File: src/rtl/mwc_exp_table.sv
// Ordered table of expected (address, data) writes: push at count, async read at rd_idx.
module mwc_exp_table #(
  parameter int ADDR_W = 32,
  parameter int DATA_W = 32,
  parameter int DEPTH  = 8,
  localparam int CNT_W = $clog2(DEPTH + 1)
) (
  input  logic              clk,
  input  logic              reset,
  input  logic              clr_i,
  input  logic              we_i,
  input  logic [ADDR_W-1:0] wr_addr_i,
  input  logic [DATA_W-1:0] wr_data_i,
  input  logic [CNT_W-1:0]  rd_idx_i,
  output logic [ADDR_W-1:0] rd_addr_o,
  output logic [DATA_W-1:0] rd_data_o,
  output logic [CNT_W-1:0]  count_o,
  output logic              full_o
);

  localparam int IDX_W = (DEPTH > 1) ? $clog2(DEPTH) : 1;
  localparam logic [CNT_W-1:0] DEPTH_C = CNT_W'(DEPTH);

  logic [ADDR_W+DATA_W-1:0] mem_q [DEPTH];
  logic [ADDR_W+DATA_W-1:0] rd_entry;
  logic [CNT_W-1:0]         count_q, count_d;
  logic                     push;

  assign full_o  = (count_q == DEPTH_C);
  assign push    = we_i && !full_o && !clr_i;
  assign count_o = count_q;

  always_comb begin
    count_d = count_q;
    if (clr_i) begin
      count_d = '0;
    end else if (push) begin
      count_d = count_q + CNT_W'(1);
    end
  end

  always_ff @(posedge clk or negedge reset) begin
    if (!reset) begin
      count_q <= '0;
    end else begin
      count_q <= count_d;
    end
  end

  // NOTE: storage has no reset; count_q alone defines which entries are valid.
  always_ff @(posedge clk) begin
    if (push) begin
      mem_q[count_q[IDX_W-1:0]] <= {wr_addr_i, wr_data_i};
    end
  end

  // Once every entry has matched, ptr sits at DEPTH; read zero rather than wrap.
  always_comb begin
    rd_entry = '0;
    if (rd_idx_i < DEPTH_C) begin
      rd_entry = mem_q[rd_idx_i[IDX_W-1:0]];
    end
  end

  assign {rd_addr_o, rd_data_o} = rd_entry;

endmodule

File: config.mk
export PLATFORM = sky130hd
export DESIGN_NAME = mwc_exp_table
export DESIGN_NICKNAME = d
export VERILOG_FILES = /design/src/rtl/mwc_exp_table.sv
export SDC_FILE = /design/constraint.sdc
export NUM_CORES = 1
export LEC_CHECK = 0
export CORE_MARGIN = 5
export CORE_UTILIZATION = 45
export DETAILED_ROUTE_END_ITERATION = 6
export PLACE_DENSITY = 0.6
export SYNTH_ARGS = -nofsm -noshare
export SYNTH_HDL_FRONTEND = slang
export SYNTH_SLANG_ARGS = --single-unit
File: constraint.sdc
create_clock -name clk -period 7.9 [get_ports clk]
set_input_delay 1.58 -clock clk [delete_from_list [all_inputs] [get_ports clk]]
set_output_delay 1.58 -clock clk [all_outputs]
set_load 0.05 [all_outputs]
---- Yosys cells after proc, flatten, opt, wreduce, memory -nomap -nowiden ----
Memory sizes are Yosys's and may differ from the RTL's.
Cells that the tools add are included.
storage, ports and cells
  memories kept ........................... 1
  output and inout port bits .............. 69
  logic and storage cells ................. 15
  memory bits (writable) .................. 512
  bits in registers ....................... 4
  bits in read-only memories .............. 0
  latch bits .............................. 0
cells by class
  multiply operators ...................... 0
  equality and inequality tests ........... 1
  order comparisons ....................... 1
  divide/modulo/power cells ............... 0
  mux-type cells .......................... 5
  $add $sub $neg .......................... 1
  bitwise logic cells ..................... 0
  reduce and logical (&&, ||, !) cells .... 5
  shifts and indexed selects .............. 0
memories
  name   words  bits a word  rd ports  clocked after memory_dff  wr ports  line  text
  mem_q  8      64           1         0                         1         24    logic [ADDR_W+DATA_W-1:0] mem_q [DEPTH];
operator list
  operator                                                        number
  64-bit two-way mux                                              1
  4-bit two-way mux                                               2
  4-bit by 1-bit adder with 4-bit output (second input constant)  1
  4-bit == test (second input constant)                           1
  4-bit less-than comparator (second input constant)              1
  1-bit logical AND                                               2
  1-bit logical NOT                                               2
  1-bit two-way mux                                               2
  2-bit nonzero test                                              1

---- Depth between registers and ports, before layout ----
Gate-level depths: netlist (run 1).
  word-level depth ........................ 6
  mapped depth ............................ 6
  gate-level depth less buffers ........... 6

---- Worst setup path after synthesis (run 1) ----
Ideal clock, no wire load.
  path kind ............................... input-to-reg
  start ................................... input port we_i
  end ..................................... memory mem_q[0][0] in the netlist's numbering, enable pin
  stages .................................. 3
  required time ........................... 7.335 ns
  setup slack ............................. 0.845 ns
  data arrival time ....................... 6.490 ns
  cell sequence ........................... inv_1 or4_4 nor3_1
between the ends
  cells in the longest elaborated chain, start to end .. 4
RTL lines
  item                                     line  text
  from (decl)                              11    input logic we_i,
  1-bit logical AND (2 in series)          30    assign push = we_i && !full_o && !clr_i;
  1-bit two-way mux                        52    if (push) begin
  1-bit two-way mux (implied by the code)  53    mem_q[count_q[IDX_W-1:0]] <= {wr_addr_i, wr_data_i};
  to (decl)                                24
Every way passes these cells.

---- Worst setup path in the final report (run 1) ----
  start ................................... input port rd_idx_i[1]
  end ..................................... output port rd_data_o[5]
between the ends
  cells in the longest elaborated chain, start to end .. 2
RTL lines
  item                                                             line  text
  from (decl)                                                      14    input logic [CNT_W-1:0] rd_idx_i,
  memory 8 x 64 bit or 4-bit less-than comparator (tied branches)  -
  64-bit two-way mux *                                             60    if (rd_idx_i < DEPTH_C) begin
  to (decl)                                                        16    output logic [DATA_W-1:0] rd_data_o,
Mark *: on every way between the ends. The rest lies on a longest branch, timed or not.

==> results of run 1 <==
-- cell type report --
| class | count | share of cell area |
|---|---|---|
| Antenna cell | 1 | 0.0001073 |
| Clock buffer | 72 | 0.05993 |
| Clock inverter | 21 | 0.004990 |
| Inverter | 5 | 0.0008048 |
| Multi-Input combinational cell | 285 | 0.1712 |
| Sequential cell | 516 | 0.6636 |
| Tap cell | 585 | 0.03139 |
| Timing Repair Buffer | 162 | 0.06798 |
-- registers in the layout (all words and copies together), names as in the netlist --
register  flops
mem_q       512
count_o       4
-- routing by layer --
metal | vias to the layer above | routed length, um | track usage
li1 | 3900 | - | -
met1 | 4756 | 17260 | 0.2382
met2 | 167 | 20110 | 0.2757
met3 | 55 | 1763 | 0.02994
met4 | 0 | 732 | 0.04605
met5 | - | 0 | 0
-- per-stage QoR --
step | hold slack [ns] | cells
3_3_place_gp | 0.5854 | 1553
4_1_cts | 0.6104 | 1646
2_1_floorplan | 0.8463 | 849
5_1_grt | 0.6285 | 1646
3_5_place_dp | 0.5921 | 1553
6_report | 0.6039 | 1647
-- cells in the final DEF (no fill, tap or decap) --
master / n
edfxtp_1: 512
clkdlybuf4s50_1: 136
mux4_2: 128
nor2_1: 65
mux2i_1: 64
clkbuf_16: 53
buf_4: 22
clkbuf_1: 19
clkinv_1: 14
nor2_4: 6
inv_1: 5
clkinv_2: 5
dfrtp_1: 4
o21ai_0: 3
a21oi_1: 3
nand2_1: 2
nand2b_1: 2
nor3_2: 2
nand3_1: 2
ha_1: 2
buf_12: 2
diode_2: 1
nand3b_2: 1
nand3b_1: 1
or4_4: 1
or4_1: 1
nand4_1: 1
xor2_1: 1
bufinv_16: 1
clkinv_4: 1
clkbuf_8: 1
buf_2: 1
-- worst paths after layout --
kind / slack (ns) / from / end / depth (start not counted)
setup / recovery: 2.09 / rd_idx_i[1] / rd_data_o[5] / 6
hold / removal: 0.60 / count_o[3] / count_o[3] / 2
setup reg to reg: 4.60 / count_o[1] / mem_q[4][27] / 7
hold reg to reg: 0.60 / count_o[3] / count_o[3] / 2
max in group asynchronous: 6.51 / reset / count_o[3] / 1
min in group asynchronous: 1.22 / reset / count_o[2] / 1
-- power groups by stage --
stage | registers, uW | clock network, uW | logic [uW]
3_5_place_dp | 3110 | 0 | 406
2_1_floorplan | 3110 | 0 | 246
5_1_grt | 3050 | 2400 | 425
4_1_cts | 3050 | 2280 | 407
6_report | 3050 | 2220 | 397
3_3_place_gp | 3110 | 0 | 403
-- worst min-delay path, delay by kind of cell, from the launching register on --
family,cells,cell delay [ns]
and+or+nand+nor,1,0.07
DFF,1,0.40
xor gates and xnor gates,1,0.09
-- kinds of logic after synthesis --
family / count (synthesis) / synth area share
buffers and inverters: 48 / 0.01586
adders and majority gates: 2 / 0.001268
and+or+nand+nor: 84 / 0.01776
AOI/OAI and AO/OA: 6 / 0.001522
DFF: 516 / 0.7845
xor gates and xnor gates: 1 / 0.0004441
muxes: 192 / 0.1786
==> metrics.md, run 1 <==
| Metric | Value |
|---|---|
| Status | complete, no violations |
| DIE WIDTH | approximately 220 um |
| Buffer depth of the longest clock path | 3 |
| Rows | 76 |
| Drt wl/cell | approximately 24 um |
| Sequential Area | around 0.015 mm2 |
| First-pass GRT wire length | slightly above 60000 um |
| Max_slew headroom | 0.3275 |
| Die ar. | approximately 0.048 mm2 |
| Setup TNS | 0 ns |
| DRT antenna net count | 0 |
| Worst-path clk slew | around 0.050 ns |
| Min cycle time layout | a little under 6 ns |
| Multi-input gate area | between 0.003 and 0.004 mm2 |
| Via density | approximately 5.4 |
| Crit share post-route | 0.7360 |
| Hold Violations, Final | 0 |
| Max incr delay on CP | between 0.7 and 0.8 ns |
| Commonest cells post-synth | edfxtp_1 (512), mux4_2 (128), nor2_1 (71) |
| Post-synth top flop | edfxtp_1 |
| CP bufs+invs | 3 |
| Crit-path leading delay family | buffers and inverters |
| Flop pwr share | 0.539 |
| All-Layer GR Usage | 0.1689 |
| CTS-repair resized insts | 0 |
| Final Cell Area | between 0.02 and 0.025 mm2 |
| Initial antenna violation count | 0 |
| Worst path cell trace | clkbuf_8 > buf_4 > mux4_2 > mux2i_1 > nor2_1 > clkdlybuf4s50_1 |
| Share of cells above drive strength 1 | 0.2111 |
| Switching Share | 0.2124 |
| Gpl congestion | approximately 0.70 |
| Post-CTS Setup Inserts | 0 |
| Vias in the first global route | 9546 |
| DRC errors left | 0 |
| Hold Crit Class | reg -> reg |
| Endpoints failing setup | 0 |
| Seq/Total Area, Yosys | 0.7845 |
| Avg Inst Size Synth | 23.23 um2 |
| Mapped Area | between 0.015 and 0.02 mm2 |
| Final Slew Violations | 0 |
| Int Power | about 4500 uW |
| Sink Count | 516 |
| Initial detailed-routing violation count | about 470 |
| PD cells | about 240 mW/mm2 |
| Yosys reg bits | between 500 and 600 |
| H-tree Lvls | 2 |
| Area Overhead vs Synth | 18.22% |
| Clock buffer count from CTS | 53 |
| Leading post-synthesis cells by cell area | edfxtp_1 (78%), mux4_2 (15%), mux2i_1 (3.2%) |
| Placed Area | about 0.022 mm2 |
| Clock network fraction of design power | 0.391 |
| Grt total ovfl | 0 |
| Clk_skew | 0.007471 ns |
| Post-route core utilization | 0.5390 |
| Count leader, synth | edfxtp_1 |
| TritonCTS clock tree | yes |
| Comb power frac | 0.070 |
| Req. time, crit path | roughly 6.3 ns |
| CP Class | in -> out |
| I/O Buffers | 140 |
| Post-synth EDFFs | a little over 500 |
| Ys Warns | 0 |
| Max_cap viols | 0 |
| Core area | approximately 0.043 mm2 |
| DRT Wirelength | 39870 um |
| Crit path DAT | between 4 and 5 ns |
| Later-pin clock latency in the skew report | about 0.57 ns |
| Die Ht | ~220 um |
| DRT Pass-1 Iters | 4 |
| Top cell type's share of synthesized area | 0.7794 |
| RSZ-0062 raised after global routing | false |
| DP HPWL | roughly 21000 um |
| Fmax | 172.0 MHz |
| Final setup margin | 2.086 ns |
| Root Buffer | clkbuf_16 |
| Post-synth top area cell | edfxtp_1 |
| Crit-path max FO | 46 |
| Yosys cell types | 24 |
| Layout Nets | roughly 1100 |
| Post-Syn Instances | 849 |
| Ports | ~140 |
| Kind of end point of the critical path | output pin |
| Sw Pwr | 1204 uW |
| # fillers | ~3400 |
| Power, Total | around 5700 uW |
| Largest net degree at the start of global routing | 57 |
| Max VDD drop | about 150 uV |
| Async set-reset flop share out of synthesis | 0.007752 |
| Worst-margin pin slew | 1.009 ns |
| Starting Density | 0.4559 |
| # hold bufs at CTS | 0 |
| Vias | around 8900 |
| Critical Path Slowest Stage Cell | clkdlybuf4s50_1 |
| Critical Path Start Type | input pin |
| Place WS | 2.026 ns |
| Synthesized Nets | 923 |
| P_leak | about 0.0075 uW |
Power figures use the tool's default switching activity.
==> inputs of run 2 (changes only) <==
--- a/config.mk
+++ b/config.mk
@@ -8,7 +8,7 @@
 export CORE_MARGIN = 5
 export CORE_UTILIZATION = 45
 export DETAILED_ROUTE_END_ITERATION = 6
-export PLACE_DENSITY = 0.6
+export PLACE_DENSITY = 0.62
 export SYNTH_ARGS = -nofsm -noshare
 export SYNTH_HDL_FRONTEND = slang
 export SYNTH_SLANG_ARGS = --single-unit
==> constraint.sdc (replaced) <==
create_clock -name clk -period 5.3 [get_ports clk]
set_input_delay 1.06 -clock clk [delete_from_list [all_inputs] [get_ports clk]]
set_output_delay 1.06 -clock clk [all_outputs]
set_load 0.05 [all_outputs]
==> run 2 against run 1 <==
  * Register-to-register slack got worse by 2.4 ns
  * Cell count rose by 0.67%
  * Routed wire length fell by 1.0%
  * Critical endpoint is now rd_data_o[13]
  * Largest power group unchanged
==> metrics.md, run 2 (synthesized netlist as in run 1, its figures left out) <==
| Metric | Value |
|---|---|
| Later-pin clock latency in the skew report | 0.58 ns (was 0.57 ns) |
| Place WS | 0.7631 ns (was 2.026 ns) |
| Clock buffer count from CTS | 51 (was 53) |
| Area Overhead vs Synth | 19.55% (was 18.22%) |
| Status | complete, no violations (unchanged) |
| DIE WIDTH | 219.4 um (unchanged) |
| Power, Total | 8498 uW (was 5667 uW) |
| Hold Violations, Final | 0 (unchanged) |
| Share of cells above drive strength 1 | 0.2213 (was 0.2111) |
| I/O Buffers | 140 (unchanged) |
| PD cells | 360.4 mW/mm2 (was 243.0 mW/mm2) |
| Placed Area | 0.02203 mm2 (was 0.02180 mm2) |
| Final Cell Area | 0.02358 mm2 (was 0.02332 mm2) |
| Vias in the first global route | 9622 (was 9546) |
| Depth of the most critical reg-to-reg path | 7 (unchanged) |
| Initial detailed-routing violation count | 567 (was 472) |
| Kind of end point of the critical path | output pin (unchanged) |
| Clk_skew | 0.01222 ns (was 0.007471 ns) |
| Buffer depth of the longest clock path | 3 (unchanged) |
| Die ar. | 0.04812 mm2 (unchanged) |
| Critical Path Start Type | input pin (unchanged) |
| First-pass GRT wire length | 59240 um (was 60330 um) |
| All-Layer GR Usage | 0.1658 (was 0.1689) |
| Max_cap viols | 0 (unchanged) |
| Initial antenna violation count | 4 (was 0) |
| Final setup margin | 0.8350 ns (was 2.086 ns) |
| Worst Hold Depth | 2 (unchanged) |
| Worst-path clk slew | 0.05 ns (about the same) |
| Flip-flop count of the largest register after layout | 512 (unchanged) |
| Hold Crit Class | reg -> reg (unchanged) |
| Fmax | 224.0 MHz |
| CTS-repair resized insts | 0 (unchanged) |
| Max VDD drop | 238.8 uV (was 145.7 uV) |
| Vias | 8845 (was 8878) |
| Final Slew Violations | 0 (unchanged) |
| Ports | 141 (unchanged) |
| CP Class | in -> out (unchanged) |
| H-tree Lvls | 2 (unchanged) |
| DRT Wirelength | 39460 um (was 39870 um) |
| DP HPWL | 22180 um (was 21300 um) |
| Gpl congestion | 0.7134 (was 0.7009) |
| Min cycle time layout | 4.465 ns |
| # fillers | 3346 (was 3352) |
| Largest net degree at the start of global routing | 65 (was 57) |
| Layout Nets | 1103 (was 1097) |
| Drt wl/cell | 23.80 um (was 24.21 um) |
| DRT antenna net count | 0 (unchanged) |
| Rows | 76 (unchanged) |
| Most common cell after layout, fill and taps aside | edfxtp_1 (unchanged) |
| Core area | 0.04327 mm2 (unchanged) |
| Crit path DAT | 3.40 ns (was 4.23 ns) |
| Crit-path max FO | 33 (was 46) |
| DRC errors left | 0 (unchanged) |
| Starting Density | 0.4559 (unchanged) |
| Endpoints failing setup | 0 (unchanged) |
| Sink Count | 516 (unchanged) |
| Die Ht | 219.4 um (unchanged) |
| Root Buffer | clkbuf_16 (unchanged) |
| P_leak | 0.007559 uW (was 0.007469 uW) |
| DRT Pass-1 Iters | 4 (unchanged) |
| Crit share post-route | 0.8424 |
| Max_slew headroom | 0.3435 (was 0.3275) |
| RSZ-0062 raised after global routing | false (unchanged) |
| Setup TNS | 0 ns (unchanged) |
| Worst-margin pin slew | 0.9825 ns (was 1.009 ns) |
| Req. time, crit path | 4.24 ns (was 6.32 ns) |
| Grt total ovfl | 0 (unchanged) |
| Post-CTS Setup Inserts | 0 (unchanged) |
| # hold bufs at CTS | 0 (unchanged) |
| Most frequent cells in the layout | edfxtp_1 (512), clkdlybuf4s50_1 (136), mux4_2 (128), nor2_1 (65), mux2i_1 (64) (unchanged) |
| TritonCTS clock tree | yes (unchanged) |
| Via density | 5.335 (was 5.390) |
| Hold Slack | 0.5997 ns (was 0.6039 ns) |
## run 2: critical path, stage by stage
cell             delay [ns]
clkbuf_8               0.38
buf_4                  0.41
mux4_2                 0.55
mux2i_1                0.18
nor2_1                 0.06
clkdlybuf4s50_1        0.74
## run 2: metal layers
metal | track usage | vias to the layer above | routed length [um]
li1 | - | 3913 | -
met1 | 0.2265 | 4708 | 16870
met2 | 0.2773 | 164 | 20120
met3 | 0.03187 | 54 | 1787
met4 | 0.04396 | 6 | 648
met5 | 0 | - | 34
## run 2: area by class of cell
cell class / instances / area, um2 / share of cell area
antenna: 2 / 5.005 / 0.0002122
clock buffer: 67 / 1358 / 0.05757
clock inverter: 28 / 188.9 / 0.008012
inverter: 5 / 18.77 / 0.0007959
multi-input combinational: 285 / 4005 / 0.1698
sequential: 516 / 15470 / 0.6562
tap: 585 / 732.0 / 0.03104
timing repair buffer: 170 / 1799 / 0.07630
## run 2: path summary, 6_finish.rpt
path,from,endpoint,slack (ns)
worst max-delay path,rd_idx_i[1],rd_data_o[13],0.84
worst min-delay path,count_o[3],count_o[3],0.60
worst max register to register,count_o[1],mem_q[4][29],2.21
worst min register to register,count_o[3],count_o[3],0.60
max in group asynchronous,reset,count_o[1],4.44
min in group asynchronous,reset,count_o[3],0.69
## run 2: metrics by stage
step             util  instances
2_1_floorplan       -        849
3_3_place_gp   0.5092       1561
3_5_place_dp   0.5092       1561
4_1_cts        0.5449       1656
5_1_grt        0.5449       1656
6_report       0.5450       1658
## run 2: power by group
| group | total [uW] | switching (uW) | internal (uW) |
|---|---|---|---|
| sequential | 4550 | 11.7 | 4540 |
| clock | 3350 | 1450 | 1900 |
| combinational | 603 | 354 | 249 |
| total | 8500 | 1810 | 6680 |
==> inputs of run 3 (changes only) <==
==> constraint.sdc (replaced) <==
create_clock -name clk -period 3.6 [get_ports clk]
set_input_delay 0.72 -clock clk [delete_from_list [all_inputs] [get_ports clk]]
set_output_delay 0.72 -clock clk [all_outputs]
set_load 0.05 [all_outputs]
==> run 3 against run 2 <==
  * Global-route usage up 0.26 points
  * Worst hold slack worse by 0.25 ns
  * Flip-flop and latch count stayed put
  * Worst setup slack got worse by 0.42 ns
  * Clock skew up 0.0040 ns
  * Utilization down 0.30 points
  * Register-to-register slack got worse by 1.3 ns
  * Design area shrank 0.56%
  * Cell count is 0.42% lower
  * Combinational power up 47%
  * Sequential share of layout area up 0.39 points
==> metrics.md, run 3 (synthesized netlist as in run 1, its figures left out) <==
| Metric | Value |
|---|---|
| Worst path cell trace | inv_1 > ha_1 > nand3b_2 > inv_1 > clkdlybuf4s50_1 (was clkbuf_8 > buf_4 > mux4_2 > mux2i_1 > nor2_1 > clkdlybuf4s50_1) |
| Layout Nets | 1104 (was 1103) |
| DRT antenna net count | 0 (unchanged) |
| Depth of the most critical reg-to-reg path | 7 (unchanged) |
| Initial antenna violation count | 2 (was 4) |
| Min cycle time layout | between 3 and 4 ns |
| Initial detailed-routing violation count | 484 (was 567) |
| Crit path DAT | 2.46 ns (was 3.40 ns) |
| Hold Crit Class | in -> async (was reg -> reg) |
| Post-route core utilization | 0.5420 (was 0.5450) |
| DRT Pass-1 Iters | 4 (unchanged) |
| RSZ-0062 raised after global routing | false (unchanged) |
| Clk_skew | 0.01626 ns (was 0.01222 ns) |
| Most frequent cells in the layout | edfxtp_1 (512), mux4_2 (128), buf_4 (75), clkdlybuf4s50_1 (72), nor2_1 (65) (was edfxtp_1 (512), clkdlybuf4s50_1 (136), mux4_2 (128), nor2_1 (65), mux2i_1 (64)) |
| Grt total ovfl | 0 (unchanged) |
| Crit-path max FO | 9 (was 33) |
| Final Slew Violations | 0 (unchanged) |
| DRC errors left | 0 (unchanged) |
| Hold Slack | 0.3539 ns (was 0.5997 ns) |
| Fmax | between 300 and 400 MHz |
| Ports | 141 (unchanged) |
| First-pass GRT wire length | 60490 um (was 59240 um) |
| Most frequent CP cell | inv_1 |
| DP HPWL | 21180 um (was 22180 um) |
| Clock buffer count from CTS | 52 (was 51) |
| Req. time, crit path | 2.88 ns (was 4.24 ns) |
| Max incr delay on CP | 0.82 ns (was 0.74 ns) |
| Vias | 8898 (was 8845) |
| P_leak | 0.007658 uW (was 0.007559 uW) |
| Max_slew headroom | 0.5794 (was 0.3435) |
| # hold bufs at CTS | 0 (unchanged) |
| Max VDD drop | 446.4 uV (was 238.8 uV) |
| Die ar. | 0.04812 mm2 (unchanged) |
| Buffer depth of the longest clock path | 3 (unchanged) |
| Worst-path clk slew | 0.06 ns (was 0.05 ns) |
| Via density | 5.389 (was 5.335) |
| Critical Path Slowest Stage Cell | clkdlybuf4s50_1 (unchanged) |
| Crit share post-route | 0.8847 |
| Drt wl/cell | 23.99 um (was 23.80 um) |
| # fillers | 3347 (was 3346) |
| Worst-margin pin slew | 0.6288 ns (was 0.9825 ns) |
| Starting Density | 0.4559 (unchanged) |
| CP startpoint | count_o[1] (was rd_idx_i[1]) |
| H-tree Lvls | 2 (unchanged) |
| Sink Count | 516 (unchanged) |
| Hold Violations, Final | 0 (unchanged) |
| Kind of end point of the critical path | output pin (unchanged) |
| Vias in the first global route | 9977 (was 9622) |
| Max Used Layer | met5 (unchanged) |
| Endpoints failing setup | 0 (unchanged) |
| Share of cells above drive strength 1 | 0.2854 (was 0.2213) |
| Met1 wire length | 17220 um (was 16870 um) |
| Flip-flop count of the largest register after layout | 512 (unchanged) |
| Root Buffer | clkbuf_16 (unchanged) |
| All-Layer GR Usage | 0.1684 (was 0.1658) |
| DR WL met3 | 1601 um (was 1787 um) |
| Largest net degree at the start of global routing | 65 (unchanged) |
| Post-CTS Setup Inserts | 0 (unchanged) |
| CTS-repair resized insts | 0 (unchanged) |
| Placed Area | 0.02196 mm2 (was 0.02203 mm2) |
| PD cells | 528.1 mW/mm2 (was 360.4 mW/mm2) |
| Met2 WL | 20120 um (about the same) |
| Critical Path Start Type | flip-flop (was input pin) |
| TritonCTS clock tree | yes (unchanged) |
| Area Overhead vs Synth | 18.88% (was 19.55%) |
| Final Cell Area | 0.02345 mm2 (was 0.02358 mm2) |
| Worst setup endpoint | full_o (was rd_data_o[13]) |
| DIE WIDTH | 219.4 um (unchanged) |
| I/O Buffers | 140 (unchanged) |
| Core area | 0.04327 mm2 (unchanged) |
| Crit-path leading delay family | buffers and inverters (unchanged) |
| Most common cell after layout, fill and taps aside | edfxtp_1 (unchanged) |
| Rows | 76 (unchanged) |
| FF-to-FF End | mem_q[0][26] (was mem_q[4][29]) |
| DRT Wirelength | 39600 um (was 39460 um) |
| Reg2Reg Setup Slack | 0.91 ns (was 2.21 ns) |
| Worst R2R Start | count_o[1] (unchanged) |
| Max_cap viols | 0 (unchanged) |
| Later-pin clock latency in the skew report | 0.58 ns (about the same) |
| Die Ht | 219.4 um (unchanged) |
| Crit path depth | 5 (was 6) |
| Status | complete, no violations (unchanged) |
| CP Class | reg -> out (was in -> out) |
| Place WS | 0.4113 ns (was 0.7631 ns) |
| CP bufs+invs | 3 (unchanged) |
| Gpl congestion | 0.6970 (was 0.7134) |
| Final setup margin | 0.4151 ns (was 0.8350 ns) |
-- run 3: changes by cell type in the layout (fill, tap and decap cells not counted), sizes merged --
cell,previous run,this run
clkinvlp,1,0
bufinv,2,0
diode,2,1
clkinv,24,23
inv,6,8
clkbuf,68,64
clkdlybuf4s50,136,72
buf,33,97
-- run 3: layout make-up --
| class | instances | area, um2 | area share |
|---|---|---|---|
| Antenna cell | 1 | 2.502 | 0.0001067 |
| Clock buffer | 63 | 1364 | 0.05816 |
| Clock inverter | 26 | 123.9 | 0.005282 |
| Inverter | 5 | 18.77 | 0.0008003 |
| Multi-Input combinational cell | 285 | 4005 | 0.1708 |
| Sequential cell | 516 | 15480 | 0.6602 |
| Tap cell | 585 | 732.0 | 0.03121 |
| Timing Repair Buffer | 170 | 1723 | 0.07347 |
-- run 3: worst min-delay path by stage --
| stage | from | to | depth (start not counted) |
|---|---|---|---|
| 6_report | reset | count_o[3] | 1 |
| 5_1_grt | reset | count_o[3] | 1 |
| 4_1_cts | reset | count_o[3] | 1 |
| 3_5_place_dp | count_o[3] | count_o[3] | 2 |
| 3_3_place_gp | count_o[3] | count_o[3] | 2 |
| 2_1_floorplan | reset | count_o[0] | 0 |
-- run 3: stage by stage --
step | TNS [ns] | std cells | power [uW]
after floorplan | -183.93 | 849 | 7371
after global placement | 0 | 1561 | 7721
after detailed placement | 0 | 1561 | 7734
after CTS | 0 | 1650 | 12550
after global routing | 0 | 1650 | 12810
final | 0 | 1651 | 12380
-- run 3: metal layers --
metal	GRT usage	vias to the layer above
li1	-	3914
met1	0.2253	4773
met2	0.2888	161
met3	0.03200	48
met4	0.04145	2
met5	0	-
-- run 3: where the power goes --
group	total (uW)	switching (uW)	internal, uW
combinational	889	526	362
clock	4800	2130	2670
sequential	6700	17.2	6680
